<file path="config.mk">
export PLATFORM = sky130hd
export DESIGN_NAME = ycconfig_loader
export DESIGN_NICKNAME = d
export VERILOG_FILES = /design/src/rtl/ycconfig_loader.sv
export SDC_FILE = /design/constraint.sdc
export NUM_CORES = 1
export LEC_CHECK = 0
export ABC_AREA = 1
export CORE_MARGIN = 8
export CORE_UTILIZATION = 55
export CTS_BUF_LIST = sky130_fd_sc_hd__clkbuf_8
export DETAILED_ROUTE_END_ITERATION = 6
export MAX_ROUTING_LAYER = met4
export PLACE_DENSITY = 0.76
export SETUP_SLACK_MARGIN = 0.05
export SLEW_MARGIN = 40
export SYNTH_ARGS = -nofsm -noshare
export SYNTH_HDL_FRONTEND = slang
export SYNTH_SLANG_ARGS = --single-unit
</file>
<file path="constraint.sdc">
create_clock -name clk -period 6.8 [get_ports clk]
set_clock_uncertainty 0.2 [all_clocks]
set_input_delay 0.68 -clock clk [delete_from_list [all_inputs] [get_ports clk]]
set_output_delay 0.68 -clock clk [all_outputs]
set_load 0.005 [all_outputs]
</file>
<file path="src/rtl/ycconfig_loader.sv">
// ycconfig_loader: serial configuration transmitter for a chain of ycconfig cells.
// Accepts 3-bit cell codes over a valid/ready handshake and buffers them in a FIFO.
// Each code is shifted MSB-first onto cbitin, with confclk generated from clk.
//
// Optional feature macro: YCCONFIG_READBACK_EN
//   When defined, cbitout is sampled just before each confclk rise.
//   Every three samples are returned on rb_code with a one-cycle rb_valid strobe.
//   When undefined, rb_code/rb_valid are tied low and cbitout is ignored.
//
// Ports:
//   clk       in   system clock, rising edge
//   reset_n   in   asynchronous active-low reset
//   in_valid  in   host presents a code
//   in_ready  out  FIFO can accept (not full, or popping this cycle)
//   in_code   in   3-bit cell code
//   confclk   out  configuration clock to the chain (registered)
//   cbitin    out  serial data to the chain (registered)
//   cbitout   in   serial data returned from the last cell
//   busy      out  FIFO non-empty or shifter active (registered)
//   done      out  one-cycle pulse when a frame of CELLS codes has been shifted
//   rb_code   out  readback code (readback build only, else 000)
//   rb_valid  out  readback strobe (readback build only, else 0)
module ycconfig_loader #(
  parameter int unsigned CELLS   = 16,
  parameter int unsigned HALF    = 2,
  parameter int unsigned FIFO_AW = 2
) (
  input  logic       clk,
  input  logic       reset_n,
  input  logic       in_valid,
  output logic       in_ready,
  input  logic [2:0] in_code,
  output logic       confclk,
  output logic       cbitin,
  input  logic       cbitout,
  output logic       busy,
  output logic       done,
  output logic [2:0] rb_code,
  output logic       rb_valid
);

  localparam int unsigned DEPTH = 1 << FIFO_AW;
  localparam int unsigned CNT_W = FIFO_AW + 1;
  localparam int unsigned PH_W  = (HALF > 1) ? $clog2(HALF) : 1;
  localparam int unsigned CC_W  = (CELLS > 1) ? $clog2(CELLS) : 1;

  typedef enum logic [1:0] {
    ST_IDLE  = 2'd0,
    ST_SETUP = 2'd1,
    ST_HIGH  = 2'd2
  } state_t;

  // ---------------------------------------------------------------- FIFO
  logic [2:0]         r_mem [DEPTH];
  logic [FIFO_AW-1:0] r_wptr;
  logic [FIFO_AW-1:0] r_rptr;
  logic [CNT_W-1:0]   r_count;
  logic               w_empty;
  logic               w_full;
  logic               w_push;
  logic               w_pop;
  logic [CNT_W-1:0]   w_count_nx;
  logic [2:0]         w_head;

  assign w_empty    = (r_count == '0);
  assign w_full     = (r_count == CNT_W'(DEPTH));
  // A pop in the same cycle frees a slot, so a full FIFO can still accept.
  assign in_ready   = !w_full || w_pop;
  assign w_push     = in_valid && in_ready;
  assign w_count_nx = r_count + CNT_W'(w_push) - CNT_W'(w_pop);
  assign w_head     = r_mem[r_rptr];

  // Storage array; contents are don't-care until written, so no reset.
  always_ff @(posedge clk) begin
    if (w_push) begin
      r_mem[r_wptr] <= in_code;
    end
  end

  // FIFO pointers and occupancy.
  always_ff @(posedge clk or negedge reset_n) begin
    if (!reset_n) begin
      r_wptr  <= '0;
      r_rptr  <= '0;
      r_count <= '0;
    end else begin
      if (w_push) begin
        r_wptr <= r_wptr + FIFO_AW'(1);
      end
      if (w_pop) begin
        r_rptr <= r_rptr + FIFO_AW'(1);
      end
      r_count <= w_count_nx;
    end
  end

  // ------------------------------------------------------------- shifter
  state_t            r_state;
  state_t            w_state_nx;
  logic [PH_W-1:0]   r_phase;
  logic [PH_W-1:0]   w_phase_nx;
  logic [2:0]        r_shreg;
  logic [2:0]        w_shreg_nx;
  logic [1:0]        r_bit;
  logic [1:0]        w_bit_nx;
  logic [CC_W-1:0]   r_cell;
  logic [CC_W-1:0]   w_cell_nx;
  logic              r_confclk;
  logic              w_confclk_nx;
  logic              r_cbitin;
  logic              w_cbitin_nx;
  logic              r_busy;
  logic              w_busy_nx;
  logic              r_done;
  logic              w_done_nx;
  logic              w_phase_end;
  logic              w_sample;

  assign w_phase_end = (r_phase == PH_W'(HALF - 1));

  // State and datapath registers of the shifter.
  always_ff @(posedge clk or negedge reset_n) begin
    if (!reset_n) begin
      r_state   <= ST_IDLE;
      r_phase   <= '0;
      r_shreg   <= '0;
      r_bit     <= '0;
      r_cell    <= '0;
      r_confclk <= 1'b0;
      r_cbitin  <= 1'b0;
      r_busy    <= 1'b0;
      r_done    <= 1'b0;
    end else begin
      r_state   <= w_state_nx;
      r_phase   <= w_phase_nx;
      r_shreg   <= w_shreg_nx;
      r_bit     <= w_bit_nx;
      r_cell    <= w_cell_nx;
      r_confclk <= w_confclk_nx;
      r_cbitin  <= w_cbitin_nx;
      r_busy    <= w_busy_nx;
      r_done    <= w_done_nx;
    end
  end

  // Next-state logic; the next bit or next code MSB is launched on the
  // same edge that lowers confclk so codes stream without gaps.
  always_comb begin
    w_state_nx   = r_state;
    w_phase_nx   = r_phase;
    w_shreg_nx   = r_shreg;
    w_bit_nx     = r_bit;
    w_cell_nx    = r_cell;
    w_confclk_nx = r_confclk;
    w_cbitin_nx  = r_cbitin;
    w_done_nx    = 1'b0;
    w_pop        = 1'b0;
    w_sample     = 1'b0;

    case (r_state)
      ST_IDLE: begin
        w_confclk_nx = 1'b0;
        w_cbitin_nx  = 1'b0;
        if (!w_empty) begin
          w_pop       = 1'b1;
          w_state_nx  = ST_SETUP;
          w_phase_nx  = '0;
          w_shreg_nx  = w_head;
          w_bit_nx    = 2'd2;
          w_cbitin_nx = w_head[2];
        end
      end

      ST_SETUP: begin
        if (w_phase_end) begin
          w_state_nx   = ST_HIGH;
          w_phase_nx   = '0;
          w_confclk_nx = 1'b1;
          w_sample     = 1'b1;
        end else begin
          w_phase_nx = r_phase + PH_W'(1);
        end
      end

      ST_HIGH: begin
        if (w_phase_end) begin
          w_phase_nx   = '0;
          w_confclk_nx = 1'b0;
          if (r_bit != 2'd0) begin
            w_state_nx  = ST_SETUP;
            w_bit_nx    = r_bit - 2'd1;
            w_shreg_nx  = {r_shreg[1:0], 1'b0};
            w_cbitin_nx = r_shreg[1];
          end else begin
            // Code finished: advance the cell counter, pulse done on frame wrap.
            if (r_cell == CC_W'(CELLS - 1)) begin
              w_cell_nx = '0;
              w_done_nx = 1'b1;
            end else begin
              w_cell_nx = r_cell + CC_W'(1);
            end
            if (!w_empty) begin
              w_pop       = 1'b1;
              w_state_nx  = ST_SETUP;
              w_shreg_nx  = w_head;
              w_bit_nx    = 2'd2;
              w_cbitin_nx = w_head[2];
            end else begin
              w_state_nx  = ST_IDLE;
              w_cbitin_nx = 1'b0;
            end
          end
        end else begin
          w_phase_nx = r_phase + PH_W'(1);
        end
      end

      default: begin
        w_state_nx   = ST_IDLE;
        w_confclk_nx = 1'b0;
        w_cbitin_nx  = 1'b0;
      end
    endcase
  end

  // busy follows the post-edge FIFO occupancy and FSM state.
  assign w_busy_nx = (w_state_nx != ST_IDLE) || (w_count_nx != '0);

  assign confclk = r_confclk;
  assign cbitin  = r_cbitin;
  assign busy    = r_busy;
  assign done    = r_done;

  // ------------------------------------------------------------ readback
`ifdef YCCONFIG_READBACK_EN
  logic [1:0] r_rb_sh;
  logic [1:0] r_rb_cnt;
  logic [2:0] r_rb_code;
  logic       r_rb_valid;

  // Sample cbitout at the end of each SETUP phase; pack three samples MSB-first.
  always_ff @(posedge clk or negedge reset_n) begin
    if (!reset_n) begin
      r_rb_sh    <= '0;
      r_rb_cnt   <= '0;
      r_rb_code  <= '0;
      r_rb_valid <= 1'b0;
    end else begin
      r_rb_valid <= 1'b0;
      if (w_sample) begin
        if (r_rb_cnt == 2'd2) begin
          r_rb_code  <= {r_rb_sh, cbitout};
          r_rb_valid <= 1'b1;
          r_rb_cnt   <= '0;
        end else begin
          r_rb_sh  <= {r_rb_sh[0], cbitout};
          r_rb_cnt <= r_rb_cnt + 2'd1;
        end
      end
    end
  end

  assign rb_code  = r_rb_code;
  assign rb_valid = r_rb_valid;
`else
  logic w_unused_rb;

  assign w_unused_rb = cbitout ^ w_sample;
  assign rb_code     = 3'b000;
  assign rb_valid    = 1'b0;
`endif

endmodule
</file>
==> impl_metrics.toml, run 1 <==
[outcome]
status = "finished clean"

[clock_tree]
clk_latency_ps = 290
cts_made_buffers = 5
root_buffer = "clkbuf_8"
cts_resized = 0
cts_max_level = 2
clkSinkCount = 34
hold_buffers = 0
cts_tree = "done"
post-cts-setup-buffers = 0
clk_path_buf_depth = 2
clk_pin_slew_ps = 70

[yosys]
synthCells = 200
synthSimpleGateAreaFrac_pct = 23.81
avgSynthCellArea_um2 = 8.802
ys_seq_elements = 34
synth_xor_area_share_pct = 1.990
synthAdderAreaFrac_pct = 8.955
yosysTopAreaCell = "dfrtp_1"
yosysWarnings = 0
synth_area_leaders = "dfrtp_1 31%, edfxtp_1 20%, nand2_1 12%, ha_1 7.8%, inv_1 6.6%"
syn-cell-area_um2 = 1760
synthDistinctLibCells = 22
synth-compound-area-share_pct = 4.264
netlist.area_leader.share_pct = 31.27
synthMuxAreaShare_pct = 0
seq_area_frac_synth_pct = 51.74
synth_top_family_by_area = "simple AND/OR/NAND/NOR gates"

[detailed_routing]
drtIter0Drc = 43
drt_first_pass_iters = 4
wl_mm = 3.176
wl_per_cell_um = 12.26
drc = 0
dr_total_vias = 1257
ant_nets = 0
viasPerCell = 4.853

[timing]
setup_viol = 0
timing.setup.tns_ps = 0
drv_slew = 0
period_needed_ps = 2984
fin_crit_sh_pct = 43.88
layout_setup_ws_ps = 3816
hold_viol = 0
fmax_mhz = 335.1
rsz0062_at_grt = "false"

[grt]
grt_pass1_vias = 1276
grt_max_degree = 23
grt_util_all_layers_pct = 14.20
grt_antenna_before_repair = 0
grt_pass1_wl_mm = 5.630
grt_overflow = 0

[worst_setup_path]
worstSetupPathType = "reg -> reg"
r2r_slack_ps = 3820
r2r-end = "busy$_DFF_PN0_"
r2r_start = "r_state[0]$_DFF_PN0_"
cp-start-kind = "register"
arrival_ps = 2960
timing.reg2reg.worst_path_depth = 13
critical_path.max_fanout = 9
cp.required_ps = 6780
worstSetupEndpointType = "register"

[die]
dieHeight_um = 72.58
core_area_um2 = 3053
die_x_um = 72.58
die-area_um2 = 5267
initial_core_util_pct = 57.66
ios = 16
num_rows = 20

[final_layout]
n_fill_cell = 267
antenna_cells = 0
register_area_um2 = 910.9
multi_input_area_um2 = 701.9
fin_nets = 233
layout-drive-gt1-share_pct = 5.581
syn2layout_area_growth_pct = 14.29
stdcell_area_um2 = 2012

[flow_run]
cap_violations = 0

[power]
p_switching_mw = 0.3428
leakage_nw = 0.9824
peakVddDrop_uv = 279.4
power.density_nw_per_um2 = 448.5
power_frac_clock_pct = 24.1
p_int_mw = 0.5595
power_mw = 0.9023
swShare_pct = 37.99
pwr-share-seq_pct = 36.7
power.share.combinational_pct = 39.2

[place]
place_congestion = 0.8235
port_buffers = 10
dp_hpwl_mm = 2.444
dpl_cell_area_um2 = 1879
pre_cts_ws_ps = 3785

[hold_path]
hp-class = "in -> async"
through the flow:
stage	std cells	hold slack [ps]	utilization [%]
2_1_floorplan	203	184.4	-
3_3_place_gp	251	286.9	61.72
3_5_place_dp	251	303.5	61.56
4_1_cts	259	151.6	65.90
5_1_grt	259	175.2	65.90
6_report	259	142.4	65.90
worst max-delay path, cell delays in order, from the launching register on:
cell	delay, ps
dfrtp_1	410
inv_1	140
ha_1	270
nand3_2	200
nand3_2	180
nand2_2	110
ha_1	290
inv_1	40
ha_1	190
fa_1	460
nor2_1	120
nand3_1	90
nor2_1	110
nand2_1	60
synth_stat cells, drive strengths merged:
master and n:
ha 11, edfxtp 12, nand3 16, xor2 1
nor2 18, nand4 1, nand3b 1, xnor2 3
conb 1, buf 6, or3b 1, nor3 3
fa 1, a21oi 7, dfrtp 22, nand2 57
o21ai 8, inv 31
layout make-up:
type	instances	share of cell area, %
well taps	44	2.736
inverters	31	5.784
clock inverters	3	3.172
repair buffers	10	4.726
multi-input cells	132	34.89
flip-flops and latches	34	45.27
clock buffers	5	3.420
flip-flops by register name, indices dropped and copies added (netlist names):
register	count
busy	1
cbitin	1
confclk	1
done	1
r_bit	2
r_cell	4
r_count	3
r_mem	12
r_phase	1
r_rptr	2
r_shreg	2
r_state	2
r_wptr	2
cells in the final DEF (no fill, tap or decap), types with 7 or more instances in the layout:
master            n
nor2_1           17
nand2_1          56
clkdlybuf4s50_1   9
a21oi_1           7
inv_1            31
nand3_1          14
ha_1             11
dfrtp_1          22
edfxtp_1         12
o21ai_0           8
worst max-delay path by stage:
stage	from	endpoint	slack, ps	cells after the start
floorplan	r_state[0]$_DFF_PN0_	busy$_DFF_PN0_	4130	13
CTS	r_state[0]$_DFF_PN0_	busy$_DFF_PN0_	3800	13
detailed placement	in_valid	busy$_DFF_PN0_	3780	10
finish	r_state[0]$_DFF_PN0_	busy$_DFF_PN0_	3820	13
global placement	in_valid	busy$_DFF_PN0_	3860	10
global route	r_state[0]$_DFF_PN0_	busy$_DFF_PN0_	3610	13
kinds of logic after synthesis:
| kind of cell | count (synthesis) |
|---|---|
| compound gates | 15 |
| xor+xnor | 4 |
| fa+ha+maj | 12 |
| buf+inv | 37 |
| flops | 34 |
| other cells | 1 |
| simple gates | 97 |
power by group through the flow:
stage / clock network (mW) / registers (mW) / logic, mW
after floorplan: 0 / 0.313 / 0.281
after global placement: 0 / 0.330 / 0.328
after detailed placement: 0 / 0.334 / 0.354
after CTS: 0.222 / 0.331 / 0.359
after global routing: 0.229 / 0.340 / 0.415
final: 0.217 / 0.331 / 0.354
routing by layer:
layer | share of wire (%) | GRT usage [%] | vias to the layer above
met2 | 49 | 22.47 | 25
li1 | - | - | 645
met4 | 2.2 | 6.889 | 0
met1 | 43 | 15.37 | 579
met5 | 0 | - | -
met3 | 5.3 | 5.357 | 8
Note: power is estimated with default switching activity, not from simulation.
==> run 2: changes to the inputs <==
==> constraint.sdc (replaced) <==
create_clock -name clk -period 2.9 [get_ports clk]
set_clock_uncertainty 0.2 [all_clocks]
set_input_delay 0.29 -clock clk [delete_from_list [all_inputs] [get_ports clk]]
set_output_delay 0.29 -clock clk [all_outputs]
set_load 0.005 [all_outputs]
==> impl_metrics.toml, run 2 (synthesis results as in run 1) <==
[worst_setup_path]
cpMaxStageDelayCell = "fa_1"
critical_path.max_fanout = 5
r2r_start = "r_state[1]$_DFF_PN0_"
cp.required_ps = 2880
r2r-end = "busy$_DFF_PN0_"
cpPeakStageDelay_ps = 460
cp-start-kind = "register"
worstSetupPathType = "reg -> reg"
crit_buf_inv = 4
worstPathCellList = "inv_1 > ha_1 > inv_2 > nand2_1 > nand2_1 > inv_1 > ha_1 > inv_1 > ha_1 > fa_1 > nor2_1 > nand3_1 > nor2_1 > nand2_1"
worstSetupEndpointType = "register"
arrival_ps = 2640
timing.reg2reg.worst_path_depth = 14
r2r_slack_ps = 230
cpLargestDelayFamily = "adder cells"

[timing]
timing.setup.tns_ps = 0
fin_crit_sh_pct = 91.91
layout_setup_ws_ps = 234.7
setup_viol = 0
drv_slew = 0
fmax_mhz = 375.2
period_needed_ps = 2665
rsz0062_at_grt = "false"
hold_viol = 0

[detailed_routing]
ant_nets = 0
wl_per_cell_um = 11.76
dr_total_vias = 1306
viasPerCell = 4.947
drtIter0Drc = 46
drc = 0
wl_mm = 3.105
drt_first_pass_iters = 4

[grt]
grt_max_degree = 23
grt_pass1_vias = 1303
grt_util_all_layers_pct = 13.86
grt_overflow = 0
grt_pass1_wl_mm = 5.506
grt_antenna_before_repair = 0

[clock_tree]
cts_tree = "done"
clk_path_buf_depth = 2
cts_max_level = 2
cts_made_buffers = 5
root_buffer = "clkbuf_8"
clk_pin_slew_ps = 70
clk_latency_ps = 280
clkSinkCount = 34
hold_buffers = 0

[final_layout]
top_regs = "r_mem: 12 flops, r_cell: 4 flops, r_count: 3 flops"
n_fill_cell = 261
syn2layout_area_growth_pct = 14.21
largest_register_ffs = 12
antenna_cells = 0
layout_common_cells = "56 x nand2_1, 30 x inv_1, 22 x dfrtp_1"
final_common_cell = "nand2_1"
fin_nets = 238
largest_register = "r_mem"
layout-drive-gt1-share_pct = 7.727

[hold_path]
hp-class = "in -> async"

[outcome]
status = "finished clean"

[place]
dp_hpwl_mm = 2.362
place_congestion = 0.8512
pre_cts_ws_ps = 174.5
port_buffers = 10

[die]
die-area_um2 = 5267
dieHeight_um = 72.58
initial_core_util_pct = 57.66
core_area_um2 = 3053
num_rows = 20
ios = 16
die_x_um = 72.58

[power]
peakVddDrop_uv = 553.9
power.density_nw_per_um2 = 971.5
power_mw = 1.953
leakage_nw = 0.9859

[flow_run]
cap_violations = 0
## run 2: worst max-delay path by stage
stage,cells past startpoint,end,from
3_5_place_dp,13,busy$_DFF_PN0_,r_state[0]$_DFF_PN0_
6_report,14,busy$_DFF_PN0_,r_state[1]$_DFF_PN0_
3_3_place_gp,13,busy$_DFF_PN0_,r_state[0]$_DFF_PN0_
4_1_cts,13,busy$_DFF_PN0_,r_state[0]$_DFF_PN0_
5_1_grt,13,busy$_DFF_PN0_,r_state[0]$_DFF_PN0_
2_1_floorplan,13,busy$_DFF_PN0_,r_state[0]$_DFF_PN0_
## run 2: timing repair
action / in CTS / in global routing
setup buffers: 0 / 1
endpoints found under the hold margin: 0 / 0
gates resized for setup: 0 / 3
endpoints found under the setup margin: 0 / 1
## run 2: report_power, final
group          internal (mW)  total (mW)  switching, mW
Combinational          0.341       0.853          0.512
Sequential             0.654       0.775          0.122
Clock                  0.161       0.325          0.164
## run 2: final cells by class
| type | instances | area, µm² | area share [%] |
|---|---|---|---|
| Sequential cell | 34 | 910.9 | 45.30 |
| Timing Repair Buffer | 15 | 137.6 | 6.845 |
| Clock inverter | 3 | 12.51 | 0.6223 |
| Inverter | 31 | 116.4 | 5.787 |
| Multi-Input combinational cell | 132 | 709.4 | 35.28 |
| Tap cell | 44 | 55.05 | 2.738 |
| Clock buffer | 5 | 68.82 | 3.423 |
## run 2: worst reg2reg max path, stage by stage (launching register included)
cell and delay, ps:
dfrtp_1 380, inv_1 90, ha_1 220, inv_2 110, nand2_1 60, nand2_1 130, inv_1 60, ha_1 270
inv_1 40, ha_1 180, fa_1 460, nor2_1 110, nand3_1 80, nor2_1 100, nand2_1 60
## run 2: metal layers
| metal | GRT usage [%] | vias to the layer above | wire, µm |
|---|---|---|---|
| li1 | - | 656 | - |
| met1 | 14.42 | 616 | 1358 |
| met2 | 22.86 | 30 | 1565 |
| met3 | 4.670 | 4 | 139 |
| met4 | 7.111 | 0 | 42 |
| met5 | - | - | 0 |
## run 2: per-stage QoR
stage	area, µm²	hold slack, ps	util [%]	instances
floorplan	1772	-205.6	-	203
global placement	1914	287.3	62.70	255
finish	2011	156.1	65.86	264
CTS	1996	158.4	65.37	263
detailed placement	1914	300.2	62.70	255
global route	2011	193.9	65.86	264
==> run 3: changes to the inputs <==
==> constraint.sdc (replaced) <==
create_clock -name clk -period 2.9 [get_ports clk]
set_clock_uncertainty 0.2 [all_clocks]
set_input_delay 0.29 -clock clk [delete_from_list [all_inputs] [get_ports clk]]
set_output_delay 0.29 -clock clk [all_outputs]
set_load 0.01 [all_outputs]
==> results of run 3 <==
The final DEF is identical to that of run 2. Status: finished clean.
Among the figures that moved: total power 1.953 mW -> 1.961 mW; worst IR drop on VDD 553.9 µV -> 554.6 µV
